[src/rtl/spi_frame_serializer_if.sv]
// ---------------------------------------------------------------------------
// spi_frame_serializer_if
//   Frame handoff between the byte-to-frame output FIFO and the SPI frame
//   serializer, using a valid/ready handshake.
//
//   Signals:
//     frame_in     FRAME_BITS  frame word; bit FRAME_BITS-1 is sent first
//     frame_valid  1           frame_in holds a frame
//     frame_ready  1           serializer is idle and accepts a frame
//
//   Modports:
//     master  FIFO side (drives frame_in / frame_valid)
//     slave   serializer side (drives frame_ready)
// ---------------------------------------------------------------------------
interface spi_frame_serializer_if #(
  parameter int FRAME_BITS = 120
);
  logic [FRAME_BITS-1:0] frame_in;
  logic                  frame_valid;
  logic                  frame_ready;

  modport master (output frame_in, output frame_valid, input frame_ready);
  modport slave  (input  frame_in, input  frame_valid, output frame_ready);
endinterface

[src/rtl/spi_frame_serializer.sv]
// ---------------------------------------------------------------------------
// spi_frame_serializer
//   Shifts one FRAME_BITS-wide frame out on MISO, MSB first, SPI mode 0
//   (SCLK idles low, receiver samples on SCLK rising). Each bit spends
//   CLK_DIV system clocks with SCLK low and then CLK_DIV clocks with SCLK
//   high. After the last bit, CS_N stays low for a CLK_DIV-cycle hold,
//   then CS_N rises together with a one-cycle DONE pulse.
//
//   Optional feature macro: SPI_FRAME_PARITY_EN
//     defined   -> one extra even-parity bit (XOR of the captured frame) is
//                  sent after the last data bit, N = FRAME_BITS + 1
//     undefined -> N = FRAME_BITS, no parity logic
//
//   Parameters:
//     FRAME_BITS  frame width, multiple of 8, >= 8
//     CLK_DIV     system clocks per SCLK half-period, >= 1
//
//   Ports:
//     clk       in   system clock, rising edge
//     rst       in   asynchronous active-low reset
//     frame_if  slave  frame_in / frame_valid in, frame_ready out
//     sclk      out  SPI clock, idles low
//     miso      out  serial data
//     cs_n      out  chip select, active low
//     busy      out  a frame is in flight
//     done      out  one-cycle pulse at the end of a frame
// ---------------------------------------------------------------------------
module spi_frame_serializer #(
  parameter int FRAME_BITS = 120,
  parameter int CLK_DIV    = 4
) (
  input  logic                    clk,
  input  logic                    rst,
  spi_frame_serializer_if.slave   frame_if,
  output logic                    sclk,
  output logic                    miso,
  output logic                    cs_n,
  output logic                    busy,
  output logic                    done
);

`ifdef SPI_FRAME_PARITY_EN
  localparam int NBITS = FRAME_BITS + 1;
`else
  localparam int NBITS = FRAME_BITS;
`endif

  localparam int DIV_W = (CLK_DIV > 1) ? $clog2(CLK_DIV) : 1;
  localparam int CNT_W = $clog2(NBITS + 1);

  localparam logic [DIV_W-1:0] DIV_LAST = DIV_W'(CLK_DIV - 1);
  localparam logic [CNT_W-1:0] BIT_LAST = CNT_W'(NBITS - 1);

  typedef enum logic [1:0] {
    S_IDLE,
    S_SHIFT,
    S_HOLD
  } state_t;

  state_t             r_state;
  logic [NBITS-1:0]   r_shift;
  logic [DIV_W-1:0]   r_div;
  logic [CNT_W-1:0]   r_bit_cnt;
  logic               r_sclk;
  logic               r_miso;
  logic               r_cs_n;
  logic               r_busy;
  logic               r_done;
  logic               r_frame_ready;

  logic [NBITS-1:0]   w_load;
  logic               w_div_end;

  // The shift register is loaded with the whole transmission, so the parity
  // bit (when present) simply rides along as the final bit.
`ifdef SPI_FRAME_PARITY_EN
  assign w_load = {frame_if.frame_in, ^frame_if.frame_in};
`else
  assign w_load = frame_if.frame_in;
`endif

  // Last system clock of the current SCLK half-period (or of the hold).
  assign w_div_end = (r_div == DIV_LAST);

  // NOTE: sequential state uses non-blocking (<=) assignments only, so every
  // register in this block sees the pre-edge values of the others.
  always_ff @(posedge clk or negedge rst) begin
    if (!rst) begin
      // NOTE: the shift register is reset as well; it is small, and this
      // keeps no stale frame data around after a mid-frame abort.
      r_state       <= S_IDLE;
      r_shift       <= '0;
      r_div         <= '0;
      r_bit_cnt     <= '0;
      r_sclk        <= 1'b0;
      r_miso        <= 1'b0;
      r_cs_n        <= 1'b1;
      r_busy        <= 1'b0;
      r_done        <= 1'b0;
      r_frame_ready <= 1'b0;
    end else begin
      r_done <= 1'b0;

      unique case (r_state)
        S_IDLE: begin
          r_cs_n <= 1'b1;
          r_sclk <= 1'b0;
          // Gating on the registered ready keeps the first edge after reset
          // from capturing a frame that was already valid.
          if (frame_if.frame_valid && r_frame_ready) begin
            r_shift       <= w_load;
            r_miso        <= w_load[NBITS-1];
            r_cs_n        <= 1'b0;
            r_busy        <= 1'b1;
            r_frame_ready <= 1'b0;
            r_div         <= '0;
            r_bit_cnt     <= '0;
            r_state       <= S_SHIFT;
          end else begin
            r_frame_ready <= 1'b1;
          end
        end

        S_SHIFT: begin
          if (!w_div_end) begin
            r_div <= r_div + 1'b1;
          end else begin
            r_div <= '0;
            if (!r_sclk) begin
              r_sclk <= 1'b1;
            end else begin
              // End of the high phase: SCLK falls and MISO advances together.
              r_sclk <= 1'b0;
              if (r_bit_cnt == BIT_LAST) begin
                r_bit_cnt <= '0;
                r_state   <= S_HOLD;
              end else begin
                r_bit_cnt <= r_bit_cnt + 1'b1;
                r_shift   <= r_shift << 1;
                r_miso    <= r_shift[NBITS-2];
              end
            end
          end
        end

        S_HOLD: begin
          // MISO keeps the last bit for the whole hold.
          if (!w_div_end) begin
            r_div <= r_div + 1'b1;
          end else begin
            r_div         <= '0;
            r_cs_n        <= 1'b1;
            r_busy        <= 1'b0;
            r_done        <= 1'b1;
            r_miso        <= 1'b0;
            r_frame_ready <= 1'b1;
            r_state       <= S_IDLE;
          end
        end

        default: begin
          r_state <= S_IDLE;
        end
      endcase
    end
  end

  assign sclk                 = r_sclk;
  assign miso                 = r_miso;
  assign cs_n                 = r_cs_n;
  assign busy                 = r_busy;
  assign done                 = r_done;
  assign frame_if.frame_ready = r_frame_ready;

endmodule

[src/flat_wrapper.sv]
// flat-port wrapper written by rule: the top's interface ports become plain ports
module spi_frame_serializer_flat 
#(
  parameter int FRAME_BITS = 120,
  parameter int CLK_DIV    = 4
)
  (clk, rst, sclk, miso, cs_n, busy, done, frame_if_frame_in, frame_if_frame_valid, frame_if_frame_ready);
  spi_frame_serializer_if #(.FRAME_BITS(FRAME_BITS)) frame_if_i ();
  input  logic clk;
  input  logic rst;
  output logic sclk;
  output logic miso;
  output logic cs_n;
  output logic busy;
  output logic done;
  input wire logic [$bits(frame_if_i.frame_in)-1:0] frame_if_frame_in;
  input wire logic [$bits(frame_if_i.frame_valid)-1:0] frame_if_frame_valid;
  output wire logic [$bits(frame_if_i.frame_ready)-1:0] frame_if_frame_ready;
  assign frame_if_i.frame_in = frame_if_frame_in;
  assign frame_if_i.frame_valid = frame_if_frame_valid;
  assign frame_if_frame_ready = frame_if_i.frame_ready;
  spi_frame_serializer #(.FRAME_BITS(FRAME_BITS), .CLK_DIV(CLK_DIV)) u_core (.clk(clk), .rst(rst), .frame_if(frame_if_i), .sclk(sclk), .miso(miso), .cs_n(cs_n), .busy(busy), .done(done));
endmodule
[config.mk]
export PLATFORM = sky130hd
export DESIGN_NAME = spi_frame_serializer_flat
export DESIGN_NICKNAME = d
export VERILOG_FILES = /design/src/rtl/spi_frame_serializer_if.sv /design/src/rtl/spi_frame_serializer.sv /design/src/flat_wrapper.sv
export SDC_FILE = /design/constraint.sdc
export NUM_CORES = 1
export LEC_CHECK = 0
export CAP_MARGIN = 20
export CORE_MARGIN = 1
export CORE_UTILIZATION = 53
export DETAILED_ROUTE_END_ITERATION = 6
export PLACE_DENSITY = 0.8
export SYNTH_ARGS = -nofsm -noshare
export SYNTH_HDL_FRONTEND = slang
export SYNTH_SLANG_ARGS = --single-unit
[constraint.sdc]
create_clock -name clk -period 3.1 [get_ports clk]
set_input_delay 0.465 -clock clk [delete_from_list [all_inputs] [get_ports clk]]
set_output_delay 0.465 -clock clk [all_outputs]
set_load 0.03 [all_outputs]
* Yosys cells after proc, flatten, opt, wreduce, memory -nomap -nowiden *
Index checks and enable logic that the tools add are counted.

word-level totals
  flip-flop bits (word level) = 136
  bits in latches = 0
  RAM bits = 0
  bits in read-only memories = 0
  bits of input ports = 123
  output and inout bits = 6
  memories kept = 0

cells by class
  $add $sub $neg = 2
  multipliers = 0
  divide/modulo/power cells = 0
  magnitude comparators = 0
  eq/ne operators = 10
  shifts and indexed selects = 0
  mux-type cells = 35
  bitwise logic cells = 0
  reductions and logical operators = 15

operators by type and width
  cell                                                              count
  119-bit two-way mux                                               4
  119-bit one-hot mux with 2 select lines                           1
  7-bit two-way mux                                                 4
  2-bit two-way mux                                                 7
  7-bit one-hot mux with 2 select lines                             1
  1-bit two-way mux                                                 12
  2-bit by 1-bit != test with 1-bit output (second input constant)  5
  5-bit AND reduction                                               2
  7-bit by 1-bit adder with 7-bit output (second input constant)    1
  7-bit == test (second input constant)                             1
  1-bit one-hot mux with 2 select lines                             3
  2-bit one-hot mux with 3 select lines                             1
  2-bit AND reduction                                               3
  6-bit AND reduction                                               1
  2-bit nonzero test                                                3
  2-bit == test (second input constant)                             2
  2-bit one-hot mux with 2 select lines                             1
  4-bit AND reduction                                               1
  1-bit one-hot mux with 3 select lines                             1
  3-bit AND reduction                                               1
  3-bit nonzero test                                                1
  2-bit by 1-bit adder with 2-bit output (second input constant)    1
  2-bit by 1-bit == test with 1-bit output (second input constant)  1
  2-bit zero test                                                   1
  3 further kinds                                                   3

* Longest topological paths before layout *
Gate-level depths: netlist (run 1).

  word-level depth = 5
  depth in mapped cells = 9
  depth with buffers taken out = 6

* Worst setup path after synthesis (run 1) *
OpenSTA, ideal clock, no wires.

  path kind = register to register
  from = register u_core.r_state[0]
  to = register u_core.r_shift[0]
  arrival = 2073 ps
  slack = 902 ps
  cell stages (with the launch flop) = 10
  period minus slack after synthesis = 2198 ps
  path through = dfrtp_1 inv_1 ha_1 buf_6 a21boi_4 or3_4 a21o_4 buf_12 buf_12 mux2_4

between the ends
  cells in the longest elaborated chain, start to end = 3
  elaborated cells between the ends (all ways) = 9

RTL lines
  element                                                                      RTL line                     text
  from (decl)                                                                  spi_frame_serializer.sv:60   state_t r_state;
  from (signal assigned)                                                       spi_frame_serializer.sv:91   r_state <= S_IDLE;
  from (signal assigned)                                                       spi_frame_serializer.sv:118  r_state <= S_SHIFT;
  from (signal assigned)                                                       spi_frame_serializer.sv:136  r_state <= S_HOLD;
  2-bit by 1-bit == test with 1-bit output or 2-bit zero test (tied branches)  spi_frame_serializer.sv:104  unique case (r_state)
  2-bit != test (no source line), or another cell as far along                 --
  5-bit AND reduction (no source line)                                         --
  to (signal assigned)                                                         spi_frame_serializer.sv:111  r_shift <= w_load;
  to (signal assigned)                                                         spi_frame_serializer.sv:139  r_shift <= r_shift << 1;
  to (decl)                                                                    spi_frame_serializer.sv:61   logic [NBITS-1:0] r_shift;

Several ways; a longest one is shown, not always the timed one.
A chain may end at the register's enable or synchronous reset.

* Final worst setup path (run 1) *
  from = register u_core.r_state[1]
  to = register u_core.r_shift[82]

Same word-level chain as after synthesis.

==> impl_metrics.csv, run 1 <==
group,metric,value,unit
clocking,cts_max_level,4,
global_routing,grt_pass1_wl,23000,um
global_routing,grt.met1_usage,27.3,%
global_routing,overflow,0,
synth,synth-seq-area-share,46.5,%
global_routing,grt_antenna_before_repair,0,
setup_path,critPathTopFamily,"compound AO/OA/AOI/OAI gates",
synth,synth_top_family_by_area,"multiplexers",
synth,synthFlopType,"dfrtp_1",
synth,synthesis.nets,609,
synth,avgSynthCellArea,15.3,um^2
global_routing,use_met2,32.1,%
synth,yosys_warnings,0,
detailed_routing,wl_per_cell,17.0,um
detailed_routing,drc_errors,0,
detailed_routing,dr.pass1.iters,5,
clocking,clk_pin_slew_worst_paths,0.06,ns
final_layout,nets,734,
clocking,ctsResizeCount,0,
place,dp_cells,762,
global_routing,grt_pass1_vias,4662,
synth,synth_simple_gate_area_share,2.78,%
die,dieArea,0.0143,mm^2
setup_path,worstSetupEndpointType,"flip-flop",
sta,skew,0.00973,ns
sta,report.final.setup_viol,0,
setup_path,crit_arrival,3.08,ns
final_layout,stdcell_count,793,
final_layout,final_cell_mix,"dfrtp_1, mux2_2, clkdlybuf4s50_1, mux2_4, clkbuf_16",
die,die_width,120,um
die,core,0.0133,mm^2
clocking,cts_tree,"yes",
global_routing,track_usage,20.6,%
power,fin_total_pwr,4.08,mW
power,power_density,446,mW/mm^2
final_layout,layout-drive-gt1-share,45.1,%
die,num_rows,42,
sta,finalCritPeriodShare,89.8,%
place,port_buffers,128,
synth,synth_area,0.00733,mm^2
synth,synth_adder_area_share,1.02,%
sta,tns,0,ns
synth,synth_seq_cells,136,
final_layout,syn_to_final_growth,24.8,%
power,p_leak,4.26,nW
synth,synth-xor-area-share,0.120,%
worst_hold_path,hold_path.class,"in -> async",
detailed_routing,drt_iter0_markers,266,
detailed_routing,vias,4244,
synth,netlist_instances,480,
setup_path,critPathSlowestCell,"a21o_4",
final_layout,n_fill_cell,967,
clocking,cts_root_buf,"clkbuf_16",
sta,hold_viol,0,
sta,period_needed,2.78,ns
setup_path,crit_buf_inv,2,
final_layout,num_antenna_cells,0,
final_layout,layout_commonest_cell,"dfrtp_1",
job,cap_violations,0,
clocking,cts_sinks,136,
setup_path,path_max_fanout,31,
detailed_routing,wl,13500,um
global_routing,grtUsageMet3,6.27,%
die,initial_core_util,54.9,%
power,peakVddDrop,400,uV
sta,final_max_slew_viol_count,0,
clocking,cts_buffers,17,
setup_path,critPathMaxStageDelay,0.47,ns
place,dpl.hpwl,8880,um
setup_path,worstPathCellList,"inv_1 -> ha_4 -> a21boi_0 -> or3_4 -> a21o_4 -> buf_4 -> mux2_4",
sta,max_freq,0.359,GHz
die,die_h,120,um
clocking,cts_hold_buf,0,
die,ioPinCount,129,
place,gp_congestion,0.786,
synth,yosys-mux-area-fraction,42.2,%
global_routing,grt_busiest_layer,"met2",
detailed_routing,ant_nets,0,
setup_path,r2r_setup_slack,0.32,ns
synth,synth_compound_gate_area_share,2.89,%
clocking,postCtsSetupRepairBufs,0,
sta,worst_pin_slew,0.906,ns
sta,grt_setup_unrepaired,"false",
outcome,status,"completed",
global_routing,grt_max_degree,74,
sta,slew_headroom,39.6,%
synth,ys_async_sr_fraction,100,%
clocking,cts_buffer_depth,2,
setup_path,worstPathRequired,3.40,ns
setup_path,crit_type,"reg -> reg",
synth,synth_edf_count,0,
clocking,clk_latency,0.42,ns
detailed_routing,viasPerCell,5.35,
setup_path,start_kind,"flip-flop",
synth,ys_types,43,
## cells by family (layout without fill, tap and decap cells)
| family | count (synthesis) | in the layout |
|---|---|---|
| AO/OA/AOI/OAI | 26 | 26 |
| XOR/XNOR | 1 | 1 |
| flip-flops | 136 | 136 |
| adder cells (fa/ha/maj) | 6 | 6 |
| AND/OR/NAND/NOR | 39 | 39 |
| buffers and inverters | 34 | 171 |
| multiplexers | 238 | 238 |
## path summary, 6_finish.rpt
kind                       depth (start not counted)                               to                     startpoint
min in group clk                                   1      u_core.r_div[1]$_DFFE_PN0P_    u_core.r_div[1]$_DFFE_PN0P_
min                                                1   u_core.r_shift[51]$_DFFE_PN0P_                            rst
max                                                7   u_core.r_shift[82]$_DFFE_PN0P_  u_core.r_state[1]$_DFFE_PN0P_
min reg2reg                                        1      u_core.r_div[1]$_DFFE_PN0P_    u_core.r_div[1]$_DFFE_PN0P_
max in group asynchronous                          2  u_core.r_shift[109]$_DFFE_PN0P_                            rst
max reg2reg                                        7   u_core.r_shift[82]$_DFFE_PN0P_  u_core.r_state[1]$_DFFE_PN0P_
## area by class of cell
type	instances	area (um^2)	share of cell area (%)
Timing Repair Buffer	136	1380	15.1
Tap cell	176	220	2.41
Sequential cell	136	3400	37.2
Clock inverter	3	15.0	0.164
Multi-Input combinational cell	310	3600	39.4
Clock buffer	28	507	5.54
Inverter	4	15.0	0.164
## per-stage QoR
stage	worst slack [ns]	utilization, %	hold slack (ns)	instance area [um^2]
after floorplan	0.902	-	0.169	7330
after global placement	0.361	64.6	0.481	8620
after detailed placement	0.324	64.6	0.489	8620
after CTS	0.304	68.5	0.0584	9150
after global routing	0.175	68.5	0.0735	9150
final	0.316	68.5	0.0124	9150
## where the power goes
group / internal [mW] / switching, mW / leakage [nW]
registers: 1.85 / 0.0425 / 1.61
clock network: 1.10 / 0.701 / 0.258
logic: 0.283 / 0.100 / 2.38
total: 3.24 / 0.844 / 4.26
## worst register-to-register path, delay by kind of cell, from the launching register on
family	cells	cell delay (ns)
buf+inv	2	0.55
simple gates	1	0.28
flops	1	0.41
fa+ha+maj	1	0.22
mux	1	0.33
compound gates	2	0.87
## synthesized netlist by cell type, types with 3 or more instances
master | count | area (um^2)
o21ai_0 | 5 | 25.0
clkbuf_1 | 14 | 52.6
nand2_1 | 12 | 45.0
nor3_1 | 3 | 15.0
mux2_4 | 110 | 1650
ha_1 | 6 | 75.1
dfrtp_1 | 135 | 3380
buf_6 | 3 | 33.8
inv_1 | 4 | 15.0
mux2_2 | 128 | 1440
nand3_1 | 6 | 30.0
nor2_1 | 5 | 18.8
buf_12 | 11 | 220
## layer usage
layer  up-vias  part of all wire, %
met1      2140                   46
li1       1987                    -
met4         0                  1.4
met3        18                  5.4
met2        99                   48
met5         -                    0
## sequential cells by signal, indices dropped and copies added (netlist names)
name and cells:
u_core.busy 1, u_core.r_div 2, u_core.done 1, u_core.miso 1, u_core.r_state 2, u_core.r_shift 119, u_core.r_bit_cnt 7, u_core.cs_n 1
u_core.frame_if.frame_ready 1, u_core.sclk 1
Power figures use the tool's default switching activity.
==> run 2, diff against run 1 <==
CORE_MARGIN = 5   (was 1)
==> run 2 against run 1 <==
Effect of this change: final cell count unchanged; worst setup slack better by 0.24 ns; critical path depth unchanged; highest routed layer unchanged; largest power group unchanged; largest cell class unchanged; worst hold slack better by 0.12 ns; clock power about the same; core utilization down 1.9 points.
==> impl_metrics.csv, run 2 (synthesized netlist as in run 1, its figures left out) <==
group,metric,value,unit
detailed_routing,ant_nets,0,
power,peakVddDrop,363,uV
final_layout,largest-register,"u_core.r_shift",
final_layout,seqCellArea,0.00340,mm^2
sta,worst_pin_slew,0.839,ns
final_layout,design_area,0.00915,mm^2
detailed_routing,drt_iter0_markers,245,
power,p_leak,4.25,nW
global_routing,grt_antenna_before_repair,0,
setup_path,worstPathRequired,3.40,ns
final_layout,layout_commonest_cell,"dfrtp_1",
global_routing,grt_pass1_vias,4661,
setup_path,rr_endpoint,"u_core.r_shift[28]$_DFFE_PN0P_",
clocking,clk_latency,0.41,ns
global_routing,overflow,0,
place,dpl.hpwl,9370,um
detailed_routing,dr.pass1.iters,4,
sta,grt_setup_unrepaired,"false",
sta,period_needed,2.55,ns
place,dpl-instance-area,0.00862,mm^2
final_layout,utilization,66.7,%
final_layout,n_fill_cell,979,
detailed_routing,wl,13900,um
die,dieArea,0.0163,mm^2
detailed_routing,vias,4185,
place,gp_congestion,0.784,
sta,final_max_slew_viol_count,0,
sta,slew_headroom,44.1,%
sta,report.final.setup_viol,0,
final_layout,num_antenna_cells,0,
setup_path,crit_arrival,2.84,ns
setup_path,crit_type,"reg -> reg",
die,ioPinCount,129,
sta,tns,0,ns
final_layout,nets,733,
detailed_routing,wl_per_cell,17.6,um
clocking,cts_buffer_depth,2,
clocking,cts_hold_buf,0,
clocking,cts_root_buf,"clkbuf_16",
final_layout,reg_top3,"u_core.r_shift x119, u_core.r_bit_cnt x7",
clocking,cts_buffers,17,
setup_path,worstSetupEndpointType,"flip-flop",
clocking,clk_pin_slew_worst_paths,0.06,ns
global_routing,grt_pass1_wl,23300,um
final_layout,largest_reg_flops,119,
sta,finalCritPeriodShare,82.2,%
sta,hold_viol,0,
power,power_density,446,mW/mm^2
sta,skew,0.00669,ns
die,die_h,128,um
worst_hold_path,hold_path.class,"in -> async",
global_routing,grt_max_degree,91,
final_layout,multi_input_area,0.00360,mm^2
clocking,cts_sinks,136,
job,cap_violations,0,
die,num_rows,43,
sta,max_freq,0.392,GHz
outcome,status,"completed",
die,die_width,128,um
clocking,ctsResizeCount,0,
final_layout,final_cell_mix,"dfrtp_1, mux2_2, clkdlybuf4s50_1, mux2_4, clkbuf_16",
setup_path,reg2reg_from,"u_core.r_state[0]$_DFFE_PN0P_",
clocking,cts_tree,"yes",
detailed_routing,viasPerCell,5.28,
global_routing,track_usage,17.8,%
setup_path,start_kind,"flip-flop",
setup_path,r2r_setup_slack,0.55,ns
setup_path,path_max_fanout,47,
die,core,0.0137,mm^2
place,port_buffers,128,
clocking,postCtsSetupRepairBufs,0,
final_layout,syn_to_final_growth,24.8,%
clocking,cts_max_level,4,
detailed_routing,drc_errors,0,
die,initial_core_util,53.4,%
final_layout,layout-drive-gt1-share,45.4,%
setup_path,ff2ff_path_depth,7,
[run 2: cell count changes in the layout (fill, tap and decap cells not counted), sizes merged]
cell      previous run  this run
clkbuf              28        25
buf                  9         8
clkinv               3         2
clkinvlp             0         1
[run 2: worst max path at each step]
stage / endpoint / cells after the start / slack (ns) / from
after floorplan: u_core.r_shift[0]$_DFFE_PN0P_ / 9 / 0.90 / u_core.r_state[0]$_DFFE_PN0P_
after global placement: u_core.r_shift[85]$_DFFE_PN0P_ / 6 / 0.47 / frame_if_frame_valid
after detailed placement: u_core.r_shift[86]$_DFFE_PN0P_ / 6 / 0.44 / frame_if_frame_valid
after CTS: u_core.r_shift[70]$_DFFE_PN0P_ / 7 / 0.56 / u_core.r_state[0]$_DFFE_PN0P_
after global routing: u_core.r_shift[73]$_DFFE_PN0P_ / 7 / 0.46 / u_core.r_state[0]$_DFFE_PN0P_
final: u_core.r_shift[28]$_DFFE_PN0P_ / 7 / 0.55 / u_core.r_state[0]$_DFFE_PN0P_
[run 2: power breakdown]
group / leakage, nW / switching, mW / internal, mW
logic: 2.38 / 0.103 / 0.284
clock network: 0.257 / 0.689 / 1.11
registers: 1.61 / 0.0419 / 1.85
total: 4.25 / 0.834 / 3.24
[run 2: per-stage QoR]
stage | power (mW) | hold WS, ns | worst slack [ns] | instances
after floorplan | 2.08 | 0.169 | 0.902 | 480
after global placement | 2.30 | 0.480 | 0.467 | 765
after detailed placement | 2.31 | 0.489 | 0.438 | 765
after CTS | 4.12 | 0.159 | 0.562 | 793
after global routing | 4.23 | 0.197 | 0.458 | 793
final | 4.08 | 0.130 | 0.552 | 793
[run 2: metal layers]
layer | part of all wire, % | routed length, um | up-vias | track usage, %
met3 | 4.7 | 650 | 14 | 5.39
li1 | - | - | 1979 | -
met5 | 0 | 0 | - | 0
met2 | 49 | 6810 | 87 | 28.9
met1 | 45 | 6320 | 2105 | 23.4
met4 | 1.1 | 153 | 0 | 4.87
[run 2: area by class of cell]
cell class,count,area share (%)
clock inverters,3,0.192
clock buffers,25,5.53
flip-flops and latches,136,37.2
repair buffers,135,15.0
well taps,180,2.46
inverters,4,0.164
multi-input cells,310,39.4
[run 2: worst max-delay path, cell delays in order (launching register included)]
cell	delay [ns]
dfrtp_1	0.41
inv_1	0.10
ha_1	0.31
a21boi_4	0.19
or3_4	0.47
a21o_4	0.31
buf_12	0.26
mux2_4	0.34
==> run 3, diff against run 2 <==
clock period = 2.6 ns   (was 3.1 ns; I/O delays follow)
==> run 3 against run 2 <==
Effect of this change: via count grew 2.0%; worst setup slack got worse by 0.32 ns; largest power group is now the clock network; power rose by 28%; count of clock-buffer cells in the layout shrank 7; worst hold slack better by 0.37 ns; non-clock buffer count up 3; maximum frequency rose by 7.6%; critical path depth is the same; sequential power increased by 19%; core utilization up 1.0 points; global-route usage is 0.59 points higher; routed wire length rose by 4.0%; critical path type unchanged.
==> impl_metrics.csv, run 3 (synthesized netlist as in run 1, its figures left out) <==
group,metric,value,unit
sta,skew,0.00592,ns
final_layout,seqCellArea,0.00340,mm^2
final_layout,n_fill_cell,957,
setup_path,path_max_fanout,48,
power,peakVddDrop,432,uV
detailed_routing,dr.pass1.iters,4,
detailed_routing,ant_nets,0,
die,die_width,128,um
final_layout,largest_reg_flops,119,
setup_path,worstPathRequired,2.89,ns
power,p_leak,4.33,nW
final_layout,layout-drive-gt1-share,46.1,%
die,initial_core_util,53.4,%
sta,max_freq,0.422,GHz
place,gp_congestion,0.757,
sta,grt_setup_unrepaired,"false",
clocking,cts_root_buf,"clkbuf_16",
global_routing,overflow,0,
final_layout,nets,736,
sta,slew_headroom,56.1,%
global_routing,track_usage,18.4,%
final_layout,num_antenna_cells,0,
job,cap_violations,0,
setup_path,crit_type,"reg -> reg",
final_layout,syn_to_final_growth,26.7,%
place,dp_cells,767,
final_layout,final_cell_mix,"dfrtp_1, mux2_2, clkdlybuf4s50_1, mux2_4, clkbuf_16",
final_layout,stdcell_count,800,
place,port_buffers,128,
power,power_density,561,mW/mm^2
global_routing,grt_pass1_vias,4687,
clocking,cts_sinks,136,
power,p_int,4.14,mW
setup_path,worstSetupEndpointType,"flip-flop",
final_layout,layout_commonest_cell,"dfrtp_1",
final_layout,reg_top3,"u_core.r_shift x119, u_core.r_bit_cnt x7",
detailed_routing,drt_iter0_markers,191,
sta,worst_pin_slew,0.659,ns
global_routing,grt_antenna_before_repair,0,
global_routing,grt_pass1_wl,23800,um
power,switchingPower,1.06,mW
setup_path,crit_arrival,2.66,ns
sta,hold_viol,0,
setup_path,rr_endpoint,"u_core.r_shift[28]$_DFFE_PN0P_",
sta,tns,0,ns
clocking,ctsResizeCount,0,
setup_path,start_kind,"flip-flop",
sta,period_needed,2.37,ns
setup_path,r2r_setup_slack,0.23,ns
clocking,clk_latency,0.41,ns
final_layout,multi_input_area,0.00360,mm^2
die,num_rows,43,
sta,report.final.setup_viol,0,
clocking,cts_tree,"yes",
final_layout,largest-register,"u_core.r_shift",
die,ioPinCount,129,
outcome,status,"completed",
power,pwr-share-seq,43.4,%
clocking,cts_max_level,4,
die,dieArea,0.0163,mm^2
worst_hold_path,hold_path_depth,1,
clocking,clk_pin_slew_worst_paths,0.06,ns
setup_path,reg2reg_from,"u_core.r_state[0]$_DFFE_PN0P_",
clocking,cts_buffer_depth,2,
detailed_routing,wl,14500,um
clocking,cts_buffers,17,
worst_hold_path,hold_start,"u_core.r_div[1]$_DFFE_PN0P_",
power,p_sw_share,20.4,%
sta,finalCritPeriodShare,91.1,%
global_routing,grt_max_degree,80,
worst_hold_path,hold_path.class,"reg -> reg",
power,p_comb_share,9.0,%
setup_path,ff2ff_path_depth,7,
detailed_routing,viasPerCell,5.34,
power,p_clk_share,47.6,%
sta,final_max_slew_viol_count,0,
die,core,0.0137,mm^2
detailed_routing,vias,4270,
detailed_routing,drc_errors,0,
worst_hold_path,hold_end,"u_core.r_div[1]$_DFFE_PN0P_",
detailed_routing,wl_per_cell,18.1,um
place,dpl.hpwl,9680,um
die,die_h,128,um
## run 3: cell count changes in the layout (fill, tap and decap cells not counted), sizes merged
| cell | delta |
|---|---|
| bufinv | +4 |
| clkbuf | -7 |
| clkinv | +8 |
| buf | +2 |
| dlygate4sd3 | +1 |
| clkinvlp | -1 |
## run 3: worst max-delay path: stages, from the launching register on
cell,delay [ns]
dfrtp_1,0.41
inv_1,0.10
ha_1,0.32
a21boi_4,0.20
or3_4,0.40
a21o_4,0.23
buf_12,0.23
mux2_4,0.33
## run 3: per-layer routing
metal	global-route usage (%)	routed length, um
met1	23.9	6410
met2	30.4	7360
met3	4.72	589
met5	0	0
met4	5.68	127
## run 3: worst max-delay path by stage
| stage | cells after the start | endpoint | startpoint |
|---|---|---|---|
| global route | 7 | u_core.r_bit_cnt[5]$_DFFE_PN0P_ | u_core.r_state[0]$_DFFE_PN0P_ |
| detailed placement | 6 | u_core.r_shift[96]$_DFFE_PN0P_ | frame_if_frame_valid |
| finish | 7 | u_core.r_shift[28]$_DFFE_PN0P_ | u_core.r_state[0]$_DFFE_PN0P_ |
| CTS | 7 | u_core.r_shift[96]$_DFFE_PN0P_ | u_core.r_state[0]$_DFFE_PN0P_ |
| floorplan | 9 | u_core.r_shift[0]$_DFFE_PN0P_ | u_core.r_state[0]$_DFFE_PN0P_ |
| global placement | 6 | u_core.r_shift[19]$_DFFE_PN0P_ | frame_if_frame_valid |
## run 3: metrics by stage
| stage | total power [mW] | utilization (%) | hold WS, ns | cell area [um^2] | worst slack [ns] |
|---|---|---|---|---|---|
| finish | 5.20 | 67.7 | 0.497 | 9280 | 0.231 |
| global route | 5.40 | 67.7 | 0.518 | 9280 | 0.0774 |
| CTS | 5.27 | 67.7 | 0.502 | 9280 | 0.232 |
| detailed placement | 2.76 | 63.1 | 0.439 | 8660 | 0.189 |
| global placement | 2.74 | 63.1 | 0.431 | 8660 | 0.219 |
| floorplan | 2.48 | - | 0.0944 | 7330 | 0.402 |
## run 3: area by class of cell
class                           count  area share [%]
Inverter                            4           0.162
Tap cell                          180            2.43
Clock buffer                       18            4.62
Sequential cell                   136            36.7
Multi-Input combinational cell    310            38.8
Timing Repair Buffer              138            15.3
Clock inverter                     14            1.95
## run 3: power groups by stage
stage / registers, mW / clock network [mW] / logic, mW
detailed placement: 2.29 / 0 / 0.469
global placement: 2.29 / 0 / 0.454
finish: 2.26 / 2.48 / 0.467
global route: 2.27 / 2.63 / 0.506
floorplan: 2.28 / 0 / 0.206
CTS: 2.26 / 2.53 / 0.476
## run 3: repair_timing
action,4_1_cts,5_1_grt
setup endpoints to repair,0,0
hold buffers,1,0
setup buffers,0,0
hold endpoints to repair,28,0
